===== src/rtl/exc_ctrl_pkg.sv =====
// ============================================================================
// exc_ctrl_pkg : exception codes, vector addresses and FSM states for exc_ctrl
// Revision     : 1.0
// ============================================================================
`default_nettype none

package exc_ctrl_pkg;

   localparam logic [4:0] EXC_INT  = 5'h00;
   localparam logic [4:0] EXC_ADEL = 5'h04;
   localparam logic [4:0] EXC_ADES = 5'h05;
   localparam logic [4:0] EXC_SYS  = 5'h08;
   localparam logic [4:0] EXC_BP   = 5'h09;
   localparam logic [4:0] EXC_RI   = 5'h0A;
   localparam logic [4:0] EXC_OV   = 5'h0C;
   localparam logic [4:0] EXC_TR   = 5'h0D;

   localparam logic [31:0] VEC_BEV1_DEFAULT = 32'hBFC00380;
   localparam logic [31:0] VEC_BEV0_DEFAULT = 32'h80000180;

   typedef enum logic [0:0] {
      ST_IDLE     = 1'b0,
      ST_REDIRECT = 1'b1
   } exc_state_t;

endpackage

`default_nettype wire


===== src/rtl/exc_prio.sv =====
// ============================================================================
// exc_prio : combinational MIPS exception priority selector
// Config   : EXC_TRAP_EN enables the Tr slot; otherwise m_tr is ignored
// Revision : 1.0
// ============================================================================
`default_nettype none

module exc_prio
   import exc_ctrl_pkg::*;
(
   input  logic       int_req,
   input  logic       m_adel_if,
   input  logic       m_ri,
   input  logic       m_ov,
   input  logic       m_tr,
   input  logic       m_sys,
   input  logic       m_bp,
   input  logic       m_adel_d,
   input  logic       m_ades_d,
   input  logic       m_eret,
   output logic       any,
   output logic [4:0] excode,
   output logic       use_pc_bad,
   output logic       use_daddr_bad,
   output logic       is_eret
);

   logic w_tr;
`ifdef EXC_TRAP_EN
   assign w_tr = m_tr;
`else
   logic w_unused_tr;
   assign w_unused_tr = m_tr;
   assign w_tr        = 1'b0;
`endif

   always_comb begin
      any           = int_req | m_adel_if | m_ri | m_ov | w_tr | m_sys |
                      m_bp | m_adel_d | m_ades_d | m_eret;
      excode        = EXC_INT;
      use_pc_bad    = 1'b0;
      use_daddr_bad = 1'b0;
      is_eret       = 1'b0;
      if (int_req) begin
         excode = EXC_INT;
      end else if (m_adel_if) begin
         excode     = EXC_ADEL;
         use_pc_bad = 1'b1;
      end else if (m_ri) begin
         excode = EXC_RI;
      end else if (m_ov) begin
         excode = EXC_OV;
`ifdef EXC_TRAP_EN
      end else if (w_tr) begin
         excode = EXC_TR;
`endif
      end else if (m_sys) begin
         excode = EXC_SYS;
      end else if (m_bp) begin
         excode = EXC_BP;
      end else if (m_adel_d) begin
         excode        = EXC_ADEL;
         use_daddr_bad = 1'b1;
      end else if (m_ades_d) begin
         excode        = EXC_ADES;
         use_daddr_bad = 1'b1;
      end else if (m_eret) begin
         is_eret = 1'b1;
      end
   end

endmodule

`default_nettype wire


===== src/rtl/exc_ctrl.sv =====
// ============================================================================
// exc_ctrl : commit-point exception controller feeding CP0 and fetch redirect
// Config   : EXC_TRAP_EN (passed through to exc_prio)
// Revision : 1.0
// ============================================================================
`default_nettype none

module exc_ctrl
   import exc_ctrl_pkg::*;
#(
   parameter logic [31:0] VEC_BEV1 = VEC_BEV1_DEFAULT,
   parameter logic [31:0] VEC_BEV0 = VEC_BEV0_DEFAULT
) (
   input  logic        clk,
   input  logic        resetn,
   input  logic        m_valid,
   input  logic        m_stall,
   input  logic [31:0] m_pc,
   input  logic        m_bd,
   input  logic        m_adel_if,
   input  logic        m_ri,
   input  logic        m_ov,
   input  logic        m_tr,
   input  logic        m_sys,
   input  logic        m_bp,
   input  logic        m_adel_d,
   input  logic        m_ades_d,
   input  logic        m_eret,
   input  logic [31:0] m_daddr,
   input  logic        int_req,
   input  logic        status_bev,
   input  logic [31:0] cp0_epc,
   output logic        mem_kill,
   output logic        exc_valid,
   output logic [4:0]  exc_excode,
   output logic        exc_bd,
   output logic [31:0] exc_epc,
   output logic [31:0] exc_badvaddr,
   output logic        exc_eret,
   output logic        flush,
   output logic        redirect_valid,
   output logic [31:0] redirect_pc,
   input  logic        redirect_ready
);

   exc_state_t  r_state, w_state_nxt;
   logic        w_any, w_use_pc_bad, w_use_daddr_bad, w_is_eret, w_take;
   logic [4:0]  w_excode;
   logic        w_flush, w_redirect_valid;
   logic        r_exc_valid, r_bd, r_eret;
   logic [4:0]  r_excode;
   logic [31:0] r_epc, r_badvaddr, r_redirect_pc;

   exc_prio u_prio (
      .int_req       (int_req),
      .m_adel_if     (m_adel_if),
      .m_ri          (m_ri),
      .m_ov          (m_ov),
      .m_tr          (m_tr),
      .m_sys         (m_sys),
      .m_bp          (m_bp),
      .m_adel_d      (m_adel_d),
      .m_ades_d      (m_ades_d),
      .m_eret        (m_eret),
      .any           (w_any),
      .excode        (w_excode),
      .use_pc_bad    (w_use_pc_bad),
      .use_daddr_bad (w_use_daddr_bad),
      .is_eret       (w_is_eret)
   );

   // Commit inputs seen while redirecting are wrong-path, so only IDLE may take.
   assign w_take   = (r_state == ST_IDLE) & m_valid & ~m_stall & w_any;
   assign mem_kill = w_take;

   always_ff @(posedge clk) begin
      if (!resetn) begin
         r_state <= ST_IDLE;
      end else begin
         r_state <= w_state_nxt;
      end
   end

   always_comb begin
      w_state_nxt      = r_state;
      w_flush          = 1'b0;
      w_redirect_valid = 1'b0;
      case (r_state)
         ST_IDLE: begin
            if (w_take) w_state_nxt = ST_REDIRECT;
         end
         ST_REDIRECT: begin
            w_flush          = 1'b1;
            w_redirect_valid = 1'b1;
            if (redirect_ready) w_state_nxt = ST_IDLE;
         end
         default: w_state_nxt = ST_IDLE;
      endcase
   end

   always_ff @(posedge clk) begin
      if (!resetn) begin
         r_exc_valid   <= 1'b0;
         r_excode      <= 5'h00;
         r_bd          <= 1'b0;
         r_epc         <= 32'h0;
         r_badvaddr    <= 32'h0;
         r_eret        <= 1'b0;
         r_redirect_pc <= 32'h0;
      end else begin
         r_exc_valid <= w_take;
         if (w_take) begin
            r_excode   <= w_excode;
            r_bd       <= m_bd;
            r_epc      <= m_bd ? (m_pc - 32'd4) : m_pc;
            r_badvaddr <= w_use_pc_bad    ? m_pc    :
                          w_use_daddr_bad ? m_daddr : 32'h0;
            r_eret     <= w_is_eret;
            r_redirect_pc <= w_is_eret ? cp0_epc : (status_bev ? VEC_BEV1 : VEC_BEV0);
         end
      end
   end

   assign exc_valid      = r_exc_valid;
   assign exc_excode     = r_excode;
   assign exc_bd         = r_bd;
   assign exc_epc        = r_epc;
   assign exc_badvaddr   = r_badvaddr;
   assign exc_eret       = r_eret;
   assign flush          = w_flush;
   assign redirect_valid = w_redirect_valid;
   assign redirect_pc    = r_redirect_pc;

endmodule

`default_nettype wire


===== config.mk =====
export PLATFORM = sky130hd
export DESIGN_NAME = exc_ctrl
export DESIGN_NICKNAME = d
export VERILOG_FILES = /design/src/rtl/exc_ctrl_pkg.sv /design/src/rtl/exc_prio.sv /design/src/rtl/exc_ctrl.sv
export SDC_FILE = /design/constraint.sdc
export NUM_CORES = 1
export LEC_CHECK = 0
export CAP_MARGIN = 20
export CORE_ASPECT_RATIO = 0.7
export CORE_MARGIN = 3
export CORE_UTILIZATION = 37
export DETAILED_ROUTE_END_ITERATION = 7
export HOLD_SLACK_MARGIN = 0.06
export PLACE_DENSITY = 0.88
export SKIP_LAST_GASP = 1
export SLEW_MARGIN = 20
export SYNTH_ARGS = -nofsm -noshare
export SYNTH_HDL_FRONTEND = slang
export SYNTH_SLANG_ARGS = --single-unit

===== constraint.sdc =====
create_clock -name clk -period 2.7 [get_ports clk]
set_input_delay 0.675 -clock clk [delete_from_list [all_inputs] [get_ports clk]]
set_output_delay 0.675 -clock clk [all_outputs]
set_load 0.01 [all_outputs]

==> impl_metrics.json, run 1 <==
{
  "status": "finished with violations",
  "violations": "negative setup slack",
  "synth-edff-count": 0,
  "antenna_found_initial": 0,
  "cpMaxStageDelayCell": "or4_4",
  "place_ws_ns": -0.885,
  "post-route-drc-count": 0,
  "synth_xor_area_share_pct": 5.27,
  "hold_ws_ns": 0.455,
  "reg2reg_slack_ns": 0.61,
  "drive_above_1_share_pct": 11.7,
  "rr_startpoint": "r_state",
  "grt_pass1_vias": 5112,
  "area.growth.synth_to_final_pct": 65.2,
  "slew_viol_final": 0,
  "cp.required_ns": 2.03,
  "setup_violations": 1,
  "hold_end": "redirect_pc[13]",
  "ys_seq_area_share_pct": 46.4,
  "synth_fa_ha_area_share_pct": 0.279,
  "reg2reg_depth": 8,
  "drt-initial-drc-count": 272,
  "ys_types": 39,
  "yosysWarnings": 0,
  "period_minus_slack_ns": 2.73,
  "grt_pass1_wl_um": 25900,
  "path_class": "input pin to output pin",
  "critical-path-top-delay-family": "simple AND/OR/NAND/NOR gates",
  "cts_buffer_depth": 2,
  "whs_path_depth": 2,
  "layout_setup_ws_ns": -0.0295,
  "groute.usage.overall_pct": 24.0,
  "wl_per_cell_um": 18.3,
  "cpPeakStageDelay_ns": 0.54,
  "cts_num_sinks": 104,
  "synth_fp_nets": 649,
  "rows": 32,
  "vdd_drop_max_uv": 329,
  "critPathMaxFanout": 2,
  "total_power_mw": 3.76,
  "finalWirelength_um": 16900,
  "tightest_slew_ns": 0.594,
  "endpoint_kind": "output pin",
  "finalInstanceArea_um2": 7420,
  "dp_hpwl_um": 12600,
  "clock_latency_ns": 0.33,
  "maxCapViolCount": 0,
  "async_flop_share_pct": 0,
  "slew-limit-headroom_pct": 60.1,
  "cp_common_cell": "buf_6",
  "avgSynthCellArea_um2": 8.39,
  "initial_core_util_pct": 39.4,
  "cts_tree": "yes",
  "drtPass1Iterations": 5,
  "port-buffer-count": 217,
  "synth-simple-area-share_pct": 21.9,
  "die_area_um2": 13500,
  "muxShareOfSynthArea_pct": 0,
  "grt_max_degree": 72,
  "fin_skew_ns": 0.00585,
  "power_density_nw_per_um2": 506,
  "nets": 881,
  "synth-main-ff-cell": "dfxtp_1",
  "via_per_inst": 5.49,
  "cp.depth": 6,
  "p_leak_nw": 2.61,
  "tritoncts.num_buffers": 9,
  "ant_nets": 0,
  "path_cells": "buf_6 -> or3_4 -> or4_4 -> o21ai_4 -> inv_4 -> buf_6",
  "die_y_um": 98.2,
  "dpl-instance-area_um2": 7090,
  "start_kind": "input pin",
  "n_antenna_cell": 0,
  "synth-compound-area-share_pct": 20.8,
  "vias": 5078,
  "cp.arrival_ns": 2.05,
  "io_pins": 220,
  "max_freq_mhz": 366,
  "final_min_period_over_clock_period_pct": 101,
  "r2r_end": "exc_epc[5]",
  "place.gp.congestion": 0.908,
  "finalHoldViolations": 0,
  "hold_start": "redirect_pc[13]",
  "ys_ff_latch": 104,
  "hold_class": "flop to flop",
  "die_w_um": 138,
  "synth_top_family_by_area": "simple AND/OR/NAND/NOR gates",
  "netlist_area_um2": 4490,
  "core-area_um2": 11400,
  "overflow": 0,
  "path_clk_slew_ns": 0.07,
  "rsz0062_at_grt": "yes",
  "syn_inst": 535,
  "root_buffer": "clkbuf_16",
  "cts_max_level": 3,
  "crit_buf_inv": 3
}
-- flip-flops by register name (all words and copies together), names as in the netlist --
name and flops:
exc_badvaddr 32, exc_epc 32, redirect_pc 32, exc_excode 4, exc_bd 1, exc_eret 1, exc_valid 1, r_state 1
-- synthesized netlist by cell type, types with 7 or more instances --
master / count / area [µm²]
dfxtp_1: 104 / 2080
nor2_1: 59 / 221
a21oi_1: 58 / 290
nor3_1: 47 / 235
nand2_1: 40 / 150
o21ai_0: 38 / 190
a221oi_1: 32 / 280
clkbuf_1: 26 / 97.6
nand3_1: 25 / 125
xnor2_1: 18 / 158
nor4_1: 11 / 68.8
buf_2: 10 / 50.1
a211oi_2: 9 / 113
xor2_1: 9 / 78.8
or3_1: 7 / 43.8
-- report_power, final --
group / internal (mW) / leakage, nW / switching [mW] / total, mW
Combinational: 0.405 / 1.60 / 0.333 / 0.738
Clock: 0.741 / 0.155 / 0.616 / 1.36
Sequential: 1.61 / 0.851 / 0.0480 / 1.66
-- worst reg2reg max path: stages, from the launching register on --
cell      delay, ns
dfxtp_1        0.35
nor3b_1        0.20
buf_4          0.15
o21ai_4        0.06
inv_4          0.08
buf_6          0.39
buf_8          0.42
nor2_1         0.14
a211oi_2       0.22
-- cells by family (layout without fill, tap and decap cells) --
family                   count (synthesis)  count (layout)
AND/OR/NAND/NOR                        206             206
AO/OA/AOI/OAI                          144             144
flip-flops                             104             104
buffers and inverters                   52             289
XOR/XNOR                                27              27
adder cells (fa/ha/maj)                  1               1
other                                    1               1
-- worst max-delay path by stage --
stage	start	end	slack [ns]
5_1_grt	m_sys	mem_kill	-0.06
6_report	m_bp	mem_kill	-0.03
4_1_cts	m_bp	mem_kill	-0.03
3_3_place_gp	m_sys	mem_kill	-0.79
2_1_floorplan	m_sys	mem_kill	-0.1
3_5_place_dp	m_sys	exc_epc[22]	-0.89
-- layout by cell type, fill, tap and decap left out, types with 11 or more instances in the layout --
cell type and n:
a21oi_1 58, a221oi_1 32, buf_4 41, clkdlybuf4s50_1 210, dfxtp_1 104, nand2_1 40, nand3_1 25, nor2_1 58
nor3_1 46, nor4_1 11, o21ai_0 38, xnor2_1 18
-- what timing repair did --
action / in CTS / in global routing
hold buffers: 0 / 0
endpoints found under the setup margin: 96 / 48
pin swaps: 4 / 0
resized for setup: 30 / 2
buffers inserted: 1 / 0
-- cell type report --
type / count / area (µm²)
flip-flops and latches: 104 / 2080
clock inverters: 7 / 88.8
inverters: 7 / 28.8
fillers: 907 / 3990
clock buffers: 9 / 225
repair buffers: 266 / 2610
well taps: 153 / 191
multi-input cells: 379 / 2200
-- per-layer routing --
metal / vias up / track usage [%] / wire length, µm
met4: 0 / 8.21 / 412
li1: 2385 / - / -
met1: 2380 / 29.0 / 6690
met2: 277 / 39.6 / 7900
met3: 36 / 8.44 / 1920
met5: - / 0 / 0
-- per-stage QoR --
step	utilization [%]	std cells	TNS, ns
finish	65.0	925	-0.0295
floorplan	-	535	-0.0956
CTS	64.9	925	-0.0255
global route	65.0	925	-0.0594
global placement	62.1	908	-57.34
detailed placement	62.1	908	-63.53
Note: power is estimated with default switching activity, not from simulation.
==> inputs of run 2 (changes only) <==
CORE_UTILIZATION = 44   (was 37)
PLACE_DENSITY = 0.95   (was 0.88)
clock period = 3.47 ns   (was 2.7 ns; I/O delays follow)
==> run 2 against run 1 <==
Against the previous run: the flow now finishes without violations; sequential share of layout area up 1.2 points; routed wire length fell by 6.0%; utilization rose by 7.4 points; via count decreased by 3.2%; non-clock buffer count shrank 27; design area is 3.9% lower; global-route usage up 3.4 points; total power down 23%; clock skew decreased by 0.00063 ns; largest cell class unchanged.
==> impl_metrics.json, run 2 (same netlist as run 1, synthesis figures left out) <==
{
  "maxCapViolCount": 0,
  "start_kind": "input pin",
  "antenna_found_initial": 0,
  "cts_buffer_depth": 2,
  "vias": 4915,
  "wl_per_cell_um": 18.2,
  "final_common_cell": "clkdlybuf4s50_1",
  "status": "finished clean",
  "finalWirelength_um": 15900,
  "slew_viol_final": 0,
  "place.gp.congestion": 0.952,
  "rr_startpoint": "r_state",
  "grt_pass1_wl_um": 25500,
  "die_w_um": 127,
  "reg2reg_depth": 8,
  "drt-initial-drc-count": 339,
  "io_pins": 220,
  "cpMaxStageDelayCell": "or4_4",
  "overflow": 0,
  "vdd_drop_max_uv": 236,
  "tightest_slew_ns": 0.739,
  "cp.arrival_ns": 2.54,
  "endpoint_kind": "output pin",
  "drtPass1Iterations": 5,
  "hold_end": "redirect_pc[17]",
  "path_clk_slew_ns": 0.07,
  "layout_common_cells": "clkdlybuf4s50_1, dfxtp_1, nor2_1, a21oi_1, nor3_1",
  "ctsHoldBuffers": 0,
  "p_leak_nw": 2.46,
  "die_area_um2": 11500,
  "groute.usage.overall_pct": 27.4,
  "port-buffer-count": 217,
  "grt_pass1_vias": 4998,
  "nets": 854,
  "via_per_inst": 5.63,
  "period_minus_slack_ns": 3.41,
  "cts_max_level": 3,
  "max_freq_mhz": 294,
  "die_y_um": 90.5,
  "post-route-drc-count": 0,
  "initial_core_util_pct": 45.7,
  "setup_violations": 0,
  "core-area_um2": 9830,
  "cts_tree": "yes",
  "path_cells": "clkdlybuf4s50_1 -> or3_4 -> or4_4 -> o21ai_4 -> inv_4 -> buf_4",
  "dp_hpwl_um": 11500,
  "layout_setup_ws_ns": 0.0630,
  "tritoncts.num_buffers": 9,
  "whs_path_depth": 2,
  "fillCellCount": 705,
  "r2r_end": "exc_epc[6]",
  "hold_ws_ns": 0.452,
  "hold_start": "redirect_pc[17]",
  "clock_latency_ns": 0.34,
  "slew-limit-headroom_pct": 50.7,
  "total_power_mw": 2.87,
  "area.growth.synth_to_final_pct": 58.7,
  "ant_nets": 0,
  "n_antenna_cell": 0,
  "cpPeakStageDelay_ns": 0.52,
  "place_ws_ns": -0.384,
  "cp.required_ns": 2.60,
  "grt_max_degree": 68,
  "root_buffer": "clkbuf_16",
  "reg2reg_slack_ns": 0.91,
  "critPathMaxFanout": 4,
  "rows": 30,
  "final_min_period_over_clock_period_pct": 98.2,
  "hold_class": "flop to flop",
  "setup_tns_ns": 0,
  "path_class": "input pin to output pin",
  "drive_above_1_share_pct": 7.92,
  "power_density_nw_per_um2": 403,
  "finalHoldViolations": 0,
  "rsz0062_at_grt": "no",
  "fin_skew_ns": 0.00523,
  "cts_num_sinks": 104
}
## run 2: worst max-delay path by stage
stage | start | to | slack (ns) | cells after the start
after detailed placement | m_sys | mem_kill | -0.38 | 6
after global placement | m_sys | mem_kill | -0.40 | 6
after floorplan | m_sys | mem_kill | 0.26 | 6
after global routing | m_sys | mem_kill | 0.02 | 6
final | m_sys | mem_kill | 0.06 | 6
after CTS | m_adel_if | mem_kill | 0.005 | 6
## run 2: critical path: cells and delay by family
family                 cells  cell delay (ns)
buffers and inverters      3             0.61
and+or+nand+nor            2             0.88
AOI/OAI and AO/OA          1             0.17
## run 2: metrics by stage
step	std cells	area [µm²]	util (%)
after floorplan	535	4490	-
after global placement	857	6810	69.2
after detailed placement	857	6810	69.2
after CTS	873	7110	72.3
after global routing	873	7120	72.4
final	873	7120	72.4
## run 2: layer usage
layer | part of all wire, % | routed length, µm | track usage, %
met4 | 2.9 | 461 | 10.1
met5 | 0 | 0 | 0
met1 | 41 | 6510 | 33.9
met2 | 48 | 7570 | 44.9
met3 | 8.6 | 1360 | 8.45
## run 2: timing repair
item,4_1_cts,5_1_grt
pin swaps,2,3
resized for setup,5,4
endpoints found under the hold margin,0,0
setup buffers,0,0
endpoints found under the setup margin,1,1
## run 2: layout make-up
type                    instances  area, µm²  share of cell area [%]
repair buffers                239       2350                    33.0
inverters                       7       28.8                   0.404
multi-input cells             379       2200                    30.8
clock buffers                   9        225                    3.16
well taps                     128        160                    2.25
clock inverters                 7       80.1                    1.12
flip-flops and latches        104       2080                    29.2
## run 2: power breakdown
part / switching, mW / total, mW / internal, mW
clock network: 0.474 / 1.04 / 0.569
logic: 0.249 / 0.543 / 0.294
registers: 0.0323 / 1.29 / 1.26
